`src/rtl/weight_load_scheduler.sv`:
```
// Column weight loader: streams one tile down a PE column, drains it, then pulses a switch.
// Outputs registered (1-cycle latency); w_ready is high only in LOAD; the switch waits on compute_idle.
module weight_load_scheduler #(
  parameter int SYSTOLIC_ARRAY_WIDTH = 16,
  parameter int DATA_WIDTH_IN        = 8,
  parameter int INDEX_WIDTH          = $clog2(SYSTOLIC_ARRAY_WIDTH)
) (
  input  logic                            clk,
  input  logic                            rst,
  input  logic                            load_start,
  output logic                            load_busy,
  input  logic                            w_valid,
  output logic                            w_ready,
  input  logic signed [DATA_WIDTH_IN-1:0] w_data,
  input  logic                            compute_idle,
  output logic signed [DATA_WIDTH_IN-1:0] col_weight_out,
  output logic [INDEX_WIDTH-1:0]          col_index_out,
  output logic                            col_accept_w_out,
  output logic                            col_switch_out,
  output logic                            weights_ready
);

  localparam int DCNT_W = $clog2(SYSTOLIC_ARRAY_WIDTH + 1);
  localparam logic [INDEX_WIDTH-1:0] LAST_IDX   = INDEX_WIDTH'(SYSTOLIC_ARRAY_WIDTH - 1);
  localparam logic [DCNT_W-1:0]      DRAIN_INIT = DCNT_W'(SYSTOLIC_ARRAY_WIDTH);
  localparam logic [DCNT_W-1:0]      DRAIN_LAST = DCNT_W'(1);

  typedef enum logic [2:0] {
    S_IDLE,
    S_LOAD,
    S_DRAIN,
    S_WAIT_SW,
    S_SWITCH
  } state_t;

  state_t                     state_q, state_d;
  logic [INDEX_WIDTH-1:0]     wcnt_q, wcnt_d;
  logic [DCNT_W-1:0]          dcnt_q, dcnt_d;
  logic signed [DATA_WIDTH_IN-1:0] weight_q, weight_d;
  logic [INDEX_WIDTH-1:0]     index_q, index_d;
  logic                       accept_q, accept_d;
  logic                       switch_q, switch_d;
  logic                       ready_q, ready_d;

  always_ff @(posedge clk or negedge rst) begin
    if (!rst) begin
      state_q  <= S_IDLE;
      wcnt_q   <= '0;
      dcnt_q   <= '0;
      weight_q <= '0;
      index_q  <= '0;
      accept_q <= 1'b0;
      switch_q <= 1'b0;
      ready_q  <= 1'b0;
    end else begin
      state_q  <= state_d;
      wcnt_q   <= wcnt_d;
      dcnt_q   <= dcnt_d;
      weight_q <= weight_d;
      index_q  <= index_d;
      accept_q <= accept_d;
      switch_q <= switch_d;
      ready_q  <= ready_d;
    end
  end

  always_comb begin
    state_d  = state_q;
    wcnt_d   = wcnt_q;
    dcnt_d   = dcnt_q;
    weight_d = weight_q;
    index_d  = index_q;
    accept_d = 1'b0;
    switch_d = 1'b0;
    ready_d  = 1'b0;
    w_ready  = 1'b0;
    unique case (state_q)
      S_IDLE: begin
        if (load_start) begin
          state_d = S_LOAD;
          wcnt_d  = '0;
        end
      end
      S_LOAD: begin
        w_ready = 1'b1;
        if (w_valid) begin
          weight_d = w_data;
          index_d  = wcnt_q;
          accept_d = 1'b1;
          if (wcnt_q == LAST_IDX) begin
            state_d = S_DRAIN;
            dcnt_d  = DRAIN_INIT;
            wcnt_d  = '0;
          end else begin
            wcnt_d = wcnt_q + 1'b1;
          end
        end
      end
      // One cycle per row so the last weight reaches the bottom PE before the switch.
      S_DRAIN: begin
        dcnt_d = dcnt_q - 1'b1;
        if (dcnt_q == DRAIN_LAST) begin
          state_d = S_WAIT_SW;
        end
      end
      S_WAIT_SW: begin
        if (compute_idle) begin
          state_d  = S_SWITCH;
          switch_d = 1'b1;
          ready_d  = 1'b1;
        end
      end
      S_SWITCH: begin
        state_d = S_IDLE;
      end
      default: begin
        state_d = S_IDLE;
      end
    endcase
  end

  assign load_busy        = (state_q != S_IDLE);
  assign col_weight_out   = weight_q;
  assign col_index_out    = index_q;
  assign col_accept_w_out = accept_q;
  assign col_switch_out   = switch_q;
  assign weights_ready    = ready_q;

endmodule

```
`config.mk`:
```
export PLATFORM = sky130hd
export DESIGN_NAME = weight_load_scheduler
export DESIGN_NICKNAME = d
export VERILOG_FILES = /design/src/rtl/weight_load_scheduler.sv
export SDC_FILE = /design/constraint.sdc
export NUM_CORES = 1
export LEC_CHECK = 0
export ABC_CLOCK_PERIOD_IN_PS = 3940
export BUFFER_PORTS_ARGS = -buffer_cell sky130_fd_sc_hd__buf_2
export CORE_UTILIZATION = 51
export DETAILED_ROUTE_END_ITERATION = 8
export PLACE_DENSITY_LB_ADDON = 0.1
export RECOVER_POWER = 50
export SYNTH_ARGS = -nofsm -noshare
export SYNTH_HDL_FRONTEND = slang
export SYNTH_SLANG_ARGS = --single-unit
```
`constraint.sdc`:
```
create_clock -name clk -period 3.94 [get_ports clk]
set_input_delay 0.197 -clock clk [delete_from_list [all_inputs] [get_ports clk]]
set_output_delay 0.197 -clock clk [all_outputs]
set_load 0.005 [all_outputs]
```
==> impl_metrics.py, run 1 <==
metrics = {
    "synth": {
        "syn_inst": 130,
        "synthFlopType": "dfrtp_1",
        "syn_avg_cell_area_um2": 9.26,
        "yosysTopAreaCellShare_pct": 54.1,
        "mappedNetlistArea_um2": 1200,
        "ys.warnings.count": 0,
        "synth_edf_count": 0,
        "synth_largest_area_cell": "dfrtp_1",
        "synth.net_count": 146,
        "yosys-top-cells-area": "dfrtp_1 (54%), nand2_1 (11%), o21ai_0 (3.7%), ha_1 (3.1%), inv_1 (1.9%)",
        "synth_seq_cells": 26,
        "synthTopCellsByCount": "nand2_1 (36), dfrtp_1 (26), o21ai_0 (9)",
        "yosysUniqueCellTypes": 35,
        "async_flop_share_pct": 100,
        "synth-seq-area-share_pct": 54.1,
        "yosysMostFrequentCell": "nand2_1",
    },
    "route": {
        "wirelength_um": 2310,
        "wl_per_cell_um": 12.6,
        "ant_nets": 0,
        "via_count": 1001,
        "vias_per_cell": 5.44,
        "detail_route.first_pass.iterations": 4,
        "drtIter0Drc": 28,
        "drc": 0,
    },
    "clocking": {
        "post-cts-setup-buffers": 0,
        "numCtsBuffers": 3,
        "cts_sinks": 26,
        "post_cts_resized": 0,
        "clkTransAtPathRegs_ns": 0.14,
        "ctsRootBufferMaster": "clkbuf_4",
        "clk_latency_ns": 0.32,
        "clock_tree.htree_level_count": 1,
        "cts_tree": "built",
        "clock_path_buffers": 2,
    },
    "die": {
        "die_w_um": 50.6,
        "rows": 17,
        "coreArea_um2": 2210,
        "io_pins": 30,
        "die-area_um2": 2560,
        "initial_core_util_pct": 54.4,
        "die_y_um": 50.6,
    },
    "worst_setup_path": {
        "end_kind": "register",
        "ff2ff_setup_slack_ns": 1.78,
        "crit_fanout": 18,
        "crit_required_ns": 4.19,
        "max_stage_delay_ns": 0.72,
        "cp_slowest_cell": "nand4bb_1",
        "r2r_end": "state_q[1]",
        "critPathArrivalTime_ns": 2.41,
        "path_buf_inv": 1,
        "crit_chain": "nand4bb_1 -> inv_2 -> nand2_1 -> a31oi_1",
        "path_class": "reg2reg",
        "endpoint": "state_q[1]",
        "rr_startpoint": "state_q[0]",
        "critPathLaunchType": "register",
        "cp_num_cells": 4,
        "crit_family": "simple AND/OR/NAND/NOR gates",
        "reg2regPathDepth": 4,
        "crit_start": "state_q[0]",
    },
    "worst_hold_path": {
        "hold_path_class": "in2reg",
        "hp-start": "w_data[5]",
    },
    "sta": {
        "fin_worst_skew_ns": 0.00745,
        "finalSetupTns_ns": 0,
        "hold_viol": 0,
        "slew_headroom_pct": 9.66,
        "max_freq_mhz": 462,
        "finalSetupViolCount": 0,
        "worstMarginPinSlew_ns": 1.36,
        "min_period_ns": 2.16,
        "rsz0062_at_grt": "false",
        "slew_viol_final": 0,
        "finalCritPeriodShare_pct": 54.9,
    },
    "layout": {
        "syn_to_final_growth_pct": 16.7,
        "n_antenna_cell": 0,
        "nets": 173,
        "final_cells": 184,
        "num-fill-cells": 200,
        "final_area_um2": 1410,
        "layout-drive-gt1-share_pct": 21.8,
    },
    "pwr": {
        "ir_worst_vdd_uv": 425,
        "switching_power_mw": 0.366,
        "switching_share_pct": 36.5,
        "p_int_mw": 0.637,
        "pwr-share-comb_pct": 34.9,
        "p_leak_nw": 0.717,
        "p_clk_share_pct": 18.0,
        "power_mw": 1.00,
        "p_seq_share_pct": 47.1,
        "power_density_nw_per_um2": 714,
    },
    "placed_design": {
        "place.gp.congestion": 0.784,
        "dpl_cell_area_um2": 1350,
        "hpwl_um": 1600,
        "io_buffers": 29,
        "dp.cells": 179,
    },
    "global_route": {
        "antenna_found_initial": 0,
        "grt_usage_pct": 21.2,
        "grt_max_degree": 27,
        "grt_pass1_wl_um": 4060,
        "grt_pass1_vias": 910,
        "grt_overflow": 0,
    },
    "status": {
        "outcome": "finished, final reports clean",
    },
    "job": {
        "drv_cap": 0,
    },
}
==> power by group through the flow <==
stage / Clock [mW] / Sequential [mW] / Combinational [mW]
finish: 0.181 / 0.472 / 0.350
global route: 0.195 / 0.493 / 0.407
CTS: 0.188 / 0.470 / 0.358
detailed placement: 0 / 0.476 / 0.355
global placement: 0 / 0.471 / 0.345
floorplan: 0 / 0.452 / 0.249
==> final cells by class <==
type	instances	area, um2	share of cell area [%]
clock buffer	3	22.5	1.60
clock inverter	1	30.0	2.14
inverter	7	26.3	1.87
multi-input combinational	89	488	34.7
sequential	26	651	46.3
tap	28	35.0	2.49
timing repair buffer	30	153	10.9
==> state kept, by name, summed over array words and instances (netlist names) <==
signal / count
col_weight_out: 8
dcnt_q: 5
col_index_out: 4
wcnt_q: 4
state_q: 3
col_accept_w_out: 1
weights_ready: 1
==> logic make-up after synthesis <==
kind of cell	Yosys count	synth area share (%)
AND/OR/NAND/NOR	63	25.2
flip-flops	26	54.1
buffers and inverters	15	5.40
AO/OA/AOI/OAI	21	10.7
XOR/XNOR	1	0.728
adder cells (fa/ha/maj)	3	3.12
multiplexers	1	0.832
==> metrics by stage <==
step | hold WS, ns | utilization (%) | setup slack (ns)
after CTS | 0.0412 | 63.6 | 1.75
after floorplan | -0.0986 | - | 2.51
after detailed placement | 0.229 | 60.8 | 1.80
final | 0.0565 | 63.5 | 1.78
after global placement | 0.222 | 60.8 | 1.91
after global routing | 0.0411 | 63.5 | 1.59
==> metal layers <==
metal  GRT usage [%]  part of all wire (%)  up-vias
met2            37.1                    49       32
met3            1.82                   4.8        2
met4            8.33                  0.74        0
li1                -                     -      494
met5               0                     0        -
met1            27.0                    46      473
==> placed cells by master, fill, tap and decap left out, types with 2 or more instances in the layout <==
| cell | instances |
|---|---|
| nand3_1 | 2 |
| clkbuf_1 | 2 |
| or3_1 | 3 |
| buf_2 | 27 |
| and3_1 | 3 |
| o21ai_0 | 9 |
| dfrtp_1 | 26 |
| clkbuf_4 | 3 |
| o22ai_1 | 2 |
| a21oi_1 | 2 |
| nor3_1 | 3 |
| nand2_1 | 36 |
| inv_1 | 6 |
| a31oi_1 | 2 |
| ha_1 | 3 |
| nor2_1 | 5 |
| nand4_1 | 3 |
==> worst reg2reg max path: stages, from the launching register on <==
cell	delay, ns
dfrtp_1	0.63
nand4bb_1	0.72
inv_2	0.47
nand2_1	0.11
a31oi_1	0.17
==> timing repair <==
action	in CTS	in global routing
endpoints found under the setup margin	0	0
endpoints found under the hold margin	26	0
hold buffers	1	0
==> worst min path at each step <==
stage          cells past startpoint           endpoint
2_1_floorplan                      0   col_accept_w_out
3_3_place_gp                       1      weights_ready
3_5_place_dp                       1         state_q[2]
4_1_cts                            3  col_weight_out[0]
5_1_grt                            3  col_weight_out[6]
6_report                           3  col_weight_out[5]
Note: power is estimated with default switching activity, not from simulation.
==> inputs of run 2 (changes only) <==
--- a/config.mk
+++ b/config.mk
@@ -5,7 +5,7 @@
 export SDC_FILE = /design/constraint.sdc
 export NUM_CORES = 1
 export LEC_CHECK = 0
-export ABC_CLOCK_PERIOD_IN_PS = 3940
+export ABC_CLOCK_PERIOD_IN_PS = 2000
 export BUFFER_PORTS_ARGS = -buffer_cell sky130_fd_sc_hd__buf_2
 export CORE_UTILIZATION = 51
 export DETAILED_ROUTE_END_ITERATION = 8
==> constraint.sdc (replaced) <==
create_clock -name clk -period 2 [get_ports clk]
set_input_delay 0.1 -clock clk [delete_from_list [all_inputs] [get_ports clk]]
set_output_delay 0.1 -clock clk [all_outputs]
set_load 0.005 [all_outputs]
==> run 2 against run 1 <==
  * First-iteration DRC count is 39% lower
  * Wire length up 8.5%
  * Clock-buffer cell count grew 1
  * Setup slack worse by 1.4 ns
  * Hold slack improved by 0.0091 ns
  * Clock skew is 0.0036 ns higher
  * Critical path depth down 1
  * Via count increased by 3.7%
  * Critical path type unchanged
  * Critical endpoint is now dcnt_q[3]
  * Highest routed layer unchanged
==> impl_metrics.py, run 2 (same netlist as run 1, synthesis figures left out) <==
metrics = {
    "status": {
        "outcome": "finished, final reports clean",
    },
    "sta": {
        "finalSetupTns_ns": 0,
        "max_freq_mhz": 600,
        "worstMarginPinSlew_ns": 1.35,
        "slew_headroom_pct": 9.96,
        "slew_viol_final": 0,
        "finalSetupViolCount": 0,
        "rsz0062_at_grt": "false",
        "fin_worst_skew_ns": 0.0111,
        "min_period_ns": 1.67,
        "hold_viol": 0,
        "finalCritPeriodShare_pct": 83.3,
    },
    "placed_design": {
        "dpl_cell_area_um2": 1360,
        "place.gp.congestion": 0.853,
        "hpwl_um": 1740,
        "io_buffers": 29,
        "dp.cells": 181,
    },
    "worst_setup_path": {
        "crit_family": "simple AND/OR/NAND/NOR gates",
        "cp_slowest_cell": "dfrtp_1",
        "crit_start": "state_q[0]",
        "ff2ff_setup_slack_ns": 0.33,
        "end_kind": "register",
        "crit_chain": "or3b_1 -> or3_1 -> a21oi_1",
        "rr_startpoint": "state_q[0]",
        "reg2regPathDepth": 3,
        "critPathArrivalTime_ns": 1.92,
        "critPathLaunchType": "register",
        "crit_required_ns": 2.26,
        "path_buf_inv": 0,
        "max_stage_delay_ns": 0.57,
        "path_class": "reg2reg",
        "endpoint": "dcnt_q[3]",
        "r2r_end": "dcnt_q[3]",
        "crit_fanout": 16,
        "cp_num_cells": 3,
    },
    "pwr": {
        "p_leak_nw": 0.756,
        "power_density_nw_per_um2": 1300,
        "p_clk_share_pct": 13.5,
        "p_int_mw": 1.19,
        "power_mw": 1.93,
        "switching_power_mw": 0.739,
        "switching_share_pct": 38.3,
        "pwr-share-comb_pct": 38.0,
        "ir_worst_vdd_uv": 785,
        "p_seq_share_pct": 48.5,
    },
    "layout": {
        "regArea_um2": 651,
        "post-route-util_pct": 67.1,
        "layout-drive-gt1-share_pct": 22.3,
        "final_area_um2": 1490,
        "multiInputGateArea_um2": 488,
        "num-fill-cells": 175,
        "layout_common_cells": "nand2_1 (36), buf_2 (28), dfrtp_1 (26)",
        "largest_reg_flops": 8,
        "n_antenna_cell": 0,
        "final_cells": 194,
        "layout_commonest_cell": "nand2_1",
        "syn_to_final_growth_pct": 23.4,
        "nets": 183,
    },
    "route": {
        "vias_per_cell": 5.35,
        "detail_route.first_pass.iterations": 4,
        "wl_per_cell_um": 12.9,
        "wirelength_um": 2510,
        "via_count": 1038,
        "ant_nets": 0,
        "drc": 0,
        "drtIter0Drc": 17,
    },
    "clocking": {
        "ctsRootBufferMaster": "clkbuf_4",
        "cts_tree": "built",
        "post_cts_resized": 0,
        "clkTransAtPathRegs_ns": 0.14,
        "clk_latency_ns": 0.32,
        "cts_sinks": 26,
        "clock_path_buffers": 2,
        "numCtsBuffers": 3,
        "clock_tree.htree_level_count": 1,
    },
    "global_route": {
        "grt_usage_pct": 23.2,
        "antenna_found_initial": 0,
        "grt.busiest_layer": "met2",
        "grt_max_degree": 27,
        "grt_pass1_vias": 1005,
        "met1_usage_pct": 31.2,
        "use_met2_pct": 37.8,
        "grt_pass1_wl_um": 4420,
        "grt_overflow": 0,
        "use_met3_pct": 3.64,
    },
    "die": {
        "io_pins": 30,
        "die-area_um2": 2560,
        "die_w_um": 50.6,
        "initial_core_util_pct": 54.4,
        "coreArea_um2": 2210,
        "rows": 17,
        "die_y_um": 50.6,
    },
    "worst_hold_path": {
        "hold_path_class": "in2reg",
    },
    "job": {
        "drv_cap": 0,
    },
}
run 2: routing by layer:
layer,vias to the layer above,part of all wire [%]
met1,495,47
met5,-,0
met2,25,49
met4,0,0.68
met3,2,3.0
li1,516,-
run 2: worst min path at each step:
stage	cells past startpoint	from	end
floorplan	0	rst	col_accept_w_out
global placement	1	rst	weights_ready
detailed placement	1	rst	weights_ready
CTS	3	compute_idle	state_q[2]
global route	3	compute_idle	weights_ready
finish	3	compute_idle	state_q[2]
run 2: tightest hold or removal path: cells and delay by family:
family	cells	cell delay [ns]
and+or+nand+nor	2	0.15
buffers and inverters	1	0.11
run 2: metrics by stage:
step | worst slack (ns) | hold slack, ns
finish | 0.334 | 0.0656
global route | 0.263 | 0.0564
CTS | 0.346 | 0.0541
detailed placement | 0.393 | 0.135
global placement | 0.430 | 0.124
floorplan | 0.567 | -0.196
run 2: final cells by class:
class	count	share of cell area, %
Clock buffer	4	2.44
Inverter	7	1.77
Multi-Input combinational cell	89	32.9
Sequential cell	26	43.8
Tap cell	28	2.36
Timing Repair Buffer	40	16.8
run 2: what timing repair did:
action	CTS	global route
endpoints found under the hold margin	34	0
hold buffers	9	0
buffers inserted	0	0
run 2: power by group through the flow:
stage / Combinational (mW) / Clock, mW / Sequential (mW)
after detailed placement: 0.723 / 0 / 0.945
after floorplan: 0.491 / 0 / 0.890
after global routing: 0.858 / 0.292 / 0.976
after CTS: 0.741 / 0.272 / 0.933
after global placement: 0.704 / 0 / 0.928
final: 0.733 / 0.261 / 0.937
==> inputs of run 3 (changes only) <==
--- a/config.mk
+++ b/config.mk
@@ -5,7 +5,8 @@
 export SDC_FILE = /design/constraint.sdc
 export NUM_CORES = 1
 export LEC_CHECK = 0
-export ABC_CLOCK_PERIOD_IN_PS = 2000
+export ABC_AREA = 1
+export ABC_CLOCK_PERIOD_IN_PS = 1650
 export BUFFER_PORTS_ARGS = -buffer_cell sky130_fd_sc_hd__buf_2
 export CORE_UTILIZATION = 51
 export DETAILED_ROUTE_END_ITERATION = 8
==> constraint.sdc (replaced) <==
create_clock -name clk -period 1.65 [get_ports clk]
set_input_delay 0.0825 -clock clk [delete_from_list [all_inputs] [get_ports clk]]
set_output_delay 0.0825 -clock clk [all_outputs]
set_load 0.005 [all_outputs]
==> run 3 against run 2 <==
  * Register-to-register slack worse by 0.09 ns
  * Critical path depth grew 5
  * Clock-buffer cell count is the same
  * Hold slack better by 0.11 ns
  * Sequential power rose by 11%
  * Combinational power grew 54%
  * Critical endpoint unchanged
==> impl_metrics.py, run 3 <==
metrics = {
    "placed_design": {
        "hpwl_um": 1750,
        "dpl_cell_area_um2": 1420,
        "dp.cells": 207,
        "io_buffers": 29,
        "pre_cts_ws_ns": 0.271,
        "place.gp.congestion": 0.849,
    },
    "pwr": {
        "p_seq_share_pct": 41.9,
        "p_clk_share_pct": 12.7,
        "power_density_nw_per_um2": 1600,
        "p_leak_nw": 0.881,
        "pwr-share-comb_pct": 45.4,
        "switching_power_mw": 1.03,
        "p_int_mw": 1.46,
        "ir_worst_vdd_uv": 1090,
        "power_mw": 2.49,
        "switching_share_pct": 41.5,
    },
    "synth": {
        "yosysMostFrequentCell": "nand2_1",
        "syn_avg_cell_area_um2": 8.29,
        "ys.warnings.count": 0,
        "mappedNetlistArea_um2": 1270,
        "synth_seq_cells": 26,
        "synthFlopType": "dfrtp_1",
        "synthTopCellsByCount": "nand2_1 (69), dfrtp_1 (26), inv_1 (10)",
        "yosysUniqueCellTypes": 25,
        "yosysTopAreaCellShare_pct": 51.3,
        "synth_edf_count": 0,
        "async_flop_share_pct": 100,
        "synth_largest_area_cell": "dfrtp_1",
        "synth.net_count": 169,
        "yosys-top-cells-area": "dfrtp_1 (51%), nand2_1 (20%), ha_1 (3.0%), inv_1 (3.0%), nand3_1 (2.4%)",
        "syn_inst": 153,
        "synth-seq-area-share_pct": 51.3,
    },
    "sta": {
        "fin_ws_ns": 0.242,
        "slew_headroom_pct": 58.4,
        "fin_worst_skew_ns": 0.0110,
        "rsz0062_at_grt": "false",
        "holdWs_ns": 0.178,
        "max_freq_mhz": 710,
        "hold_viol": 0,
        "finalSetupTns_ns": 0,
        "slew_viol_final": 0,
        "finalCritPeriodShare_pct": 85.3,
        "worstMarginPinSlew_ns": 0.624,
        "min_period_ns": 1.41,
        "finalSetupViolCount": 0,
    },
    "die": {
        "io_pins": 30,
        "die-area_um2": 2690,
        "die_y_um": 51.9,
        "die_w_um": 51.9,
        "coreArea_um2": 2280,
        "rows": 17,
        "initial_core_util_pct": 55.7,
    },
    "layout": {
        "layout_commonest_cell": "nand2_1",
        "final_cells": 221,
        "layout_common_cells": "nand2_1 (69), buf_2 (27), dfrtp_1 (26)",
        "n_antenna_cell": 0,
        "post-route-util_pct": 68.4,
        "largest_reg_flops": 8,
        "final_area_um2": 1560,
        "syn_to_final_growth_pct": 22.8,
        "nets": 210,
        "layout-drive-gt1-share_pct": 22.8,
    },
    "worst_setup_path": {
        "crit_chain": "ha_1 -> nand2_1 -> nor2_2 -> nand2_1 -> nand2_1 -> nand2_2 -> nand2_1 -> o21ai_0",
        "path_class": "reg2reg",
        "path_buf_inv": 0,
        "crit_fanout": 6,
        "crit_family": "simple AND/OR/NAND/NOR gates",
        "cp_slowest_cell": "dfrtp_1",
        "critPathArrivalTime_ns": 1.61,
        "crit_required_ns": 1.85,
        "end_kind": "register",
        "reg2regPathDepth": 8,
        "max_stage_delay_ns": 0.46,
        "cp_num_cells": 8,
        "critPathLaunchType": "register",
        "cpMostUsedCell": "nand2_1",
    },
    "worst_hold_path": {
        "min_path_cells": 4,
        "hold_path_class": "in2reg",
    },
    "clocking": {
        "post_cts_resized": 0,
        "cts_sinks": 26,
        "ctsRootBufferMaster": "clkbuf_4",
        "cts.hold.buffers_added": 10,
        "numCtsBuffers": 3,
        "clock_path_buffers": 2,
        "clk_latency_ns": 0.32,
        "clock_tree.htree_level_count": 1,
        "cts_tree": "built",
        "clkTransAtPathRegs_ns": 0.14,
        "post-cts-setup-buffers": 0,
    },
    "route": {
        "drc": 0,
        "ant_nets": 0,
        "via_count": 1052,
        "detail_route.first_pass.iterations": 4,
        "wl_per_cell_um": 11.3,
        "vias_per_cell": 4.76,
        "wirelength_um": 2510,
        "drtIter0Drc": 13,
    },
    "status": {
        "outcome": "finished, final reports clean",
    },
    "job": {
        "drv_cap": 0,
    },
    "global_route": {
        "grt_overflow": 0,
        "grt_max_degree": 27,
        "grt_pass1_vias": 1024,
        "grt_usage_pct": 21.4,
        "grt_pass1_wl_um": 4170,
        "antenna_found_initial": 0,
    },
}
[run 3: cell families after synthesis]
kind of cell,after synthesis,synth area share (%)
adders and majority gates,3,2.96
xor gates and xnor gates,2,1.38
DFF,26,51.3
and+or+nand+nor,97,33.6
AOI/OAI and AO/OA,8,3.94
buffers and inverters,17,6.80
[run 3: power groups by stage]
stage	clock (mW)	combinational (mW)	sequential [mW]
after global routing	0.353	1.31	1.07
after global placement	0	1.09	1.04
after floorplan	0	0.807	1.04
final	0.316	1.13	1.04
after CTS	0.329	1.15	1.04
after detailed placement	0	1.13	1.05
[run 3: final cells by class]
class                   count  area, um2
fillers                   180        718
flip-flops and latches     26        651
multi-input cells         110        532
repair buffers             39        244
inverters                  14       60.1
clock buffers               4       36.3
well taps                  28       35.0
[run 3: path summary, 6_finish.rpt]
path | startpoint | endpoint | slack (ns)
worst max-delay path | wcnt_q[0] | dcnt_q[3] | 0.24
worst min-delay path | w_valid | col_index_out[2] | 0.18
worst max register to register | wcnt_q[0] | dcnt_q[3] | 0.24
worst min register to register | col_index_out[3] | col_index_out[3] | 0.50
max in group asynchronous | rst | col_weight_out[3] | 0.94
min in group asynchronous | rst | col_index_out[1] | 0.30
[run 3: worst reg2reg max path, stage by stage, from the launching register on]
cell and delay [ns]:
dfrtp_1 0.46, ha_1 0.20, nand2_1 0.09, nor2_2 0.12, nand2_1 0.06, nand2_1 0.11, nand2_2 0.12, nand2_1 0.07
o21ai_0 0.07
[run 3: per-layer routing]
layer	GRT usage (%)	share of wire, %	vias up
li1	-	-	559
met1	24.5	46	473
met2	38.0	50	16
met3	3.51	2.7	4
met4	10.8	1.1	0
met5	0	0	-
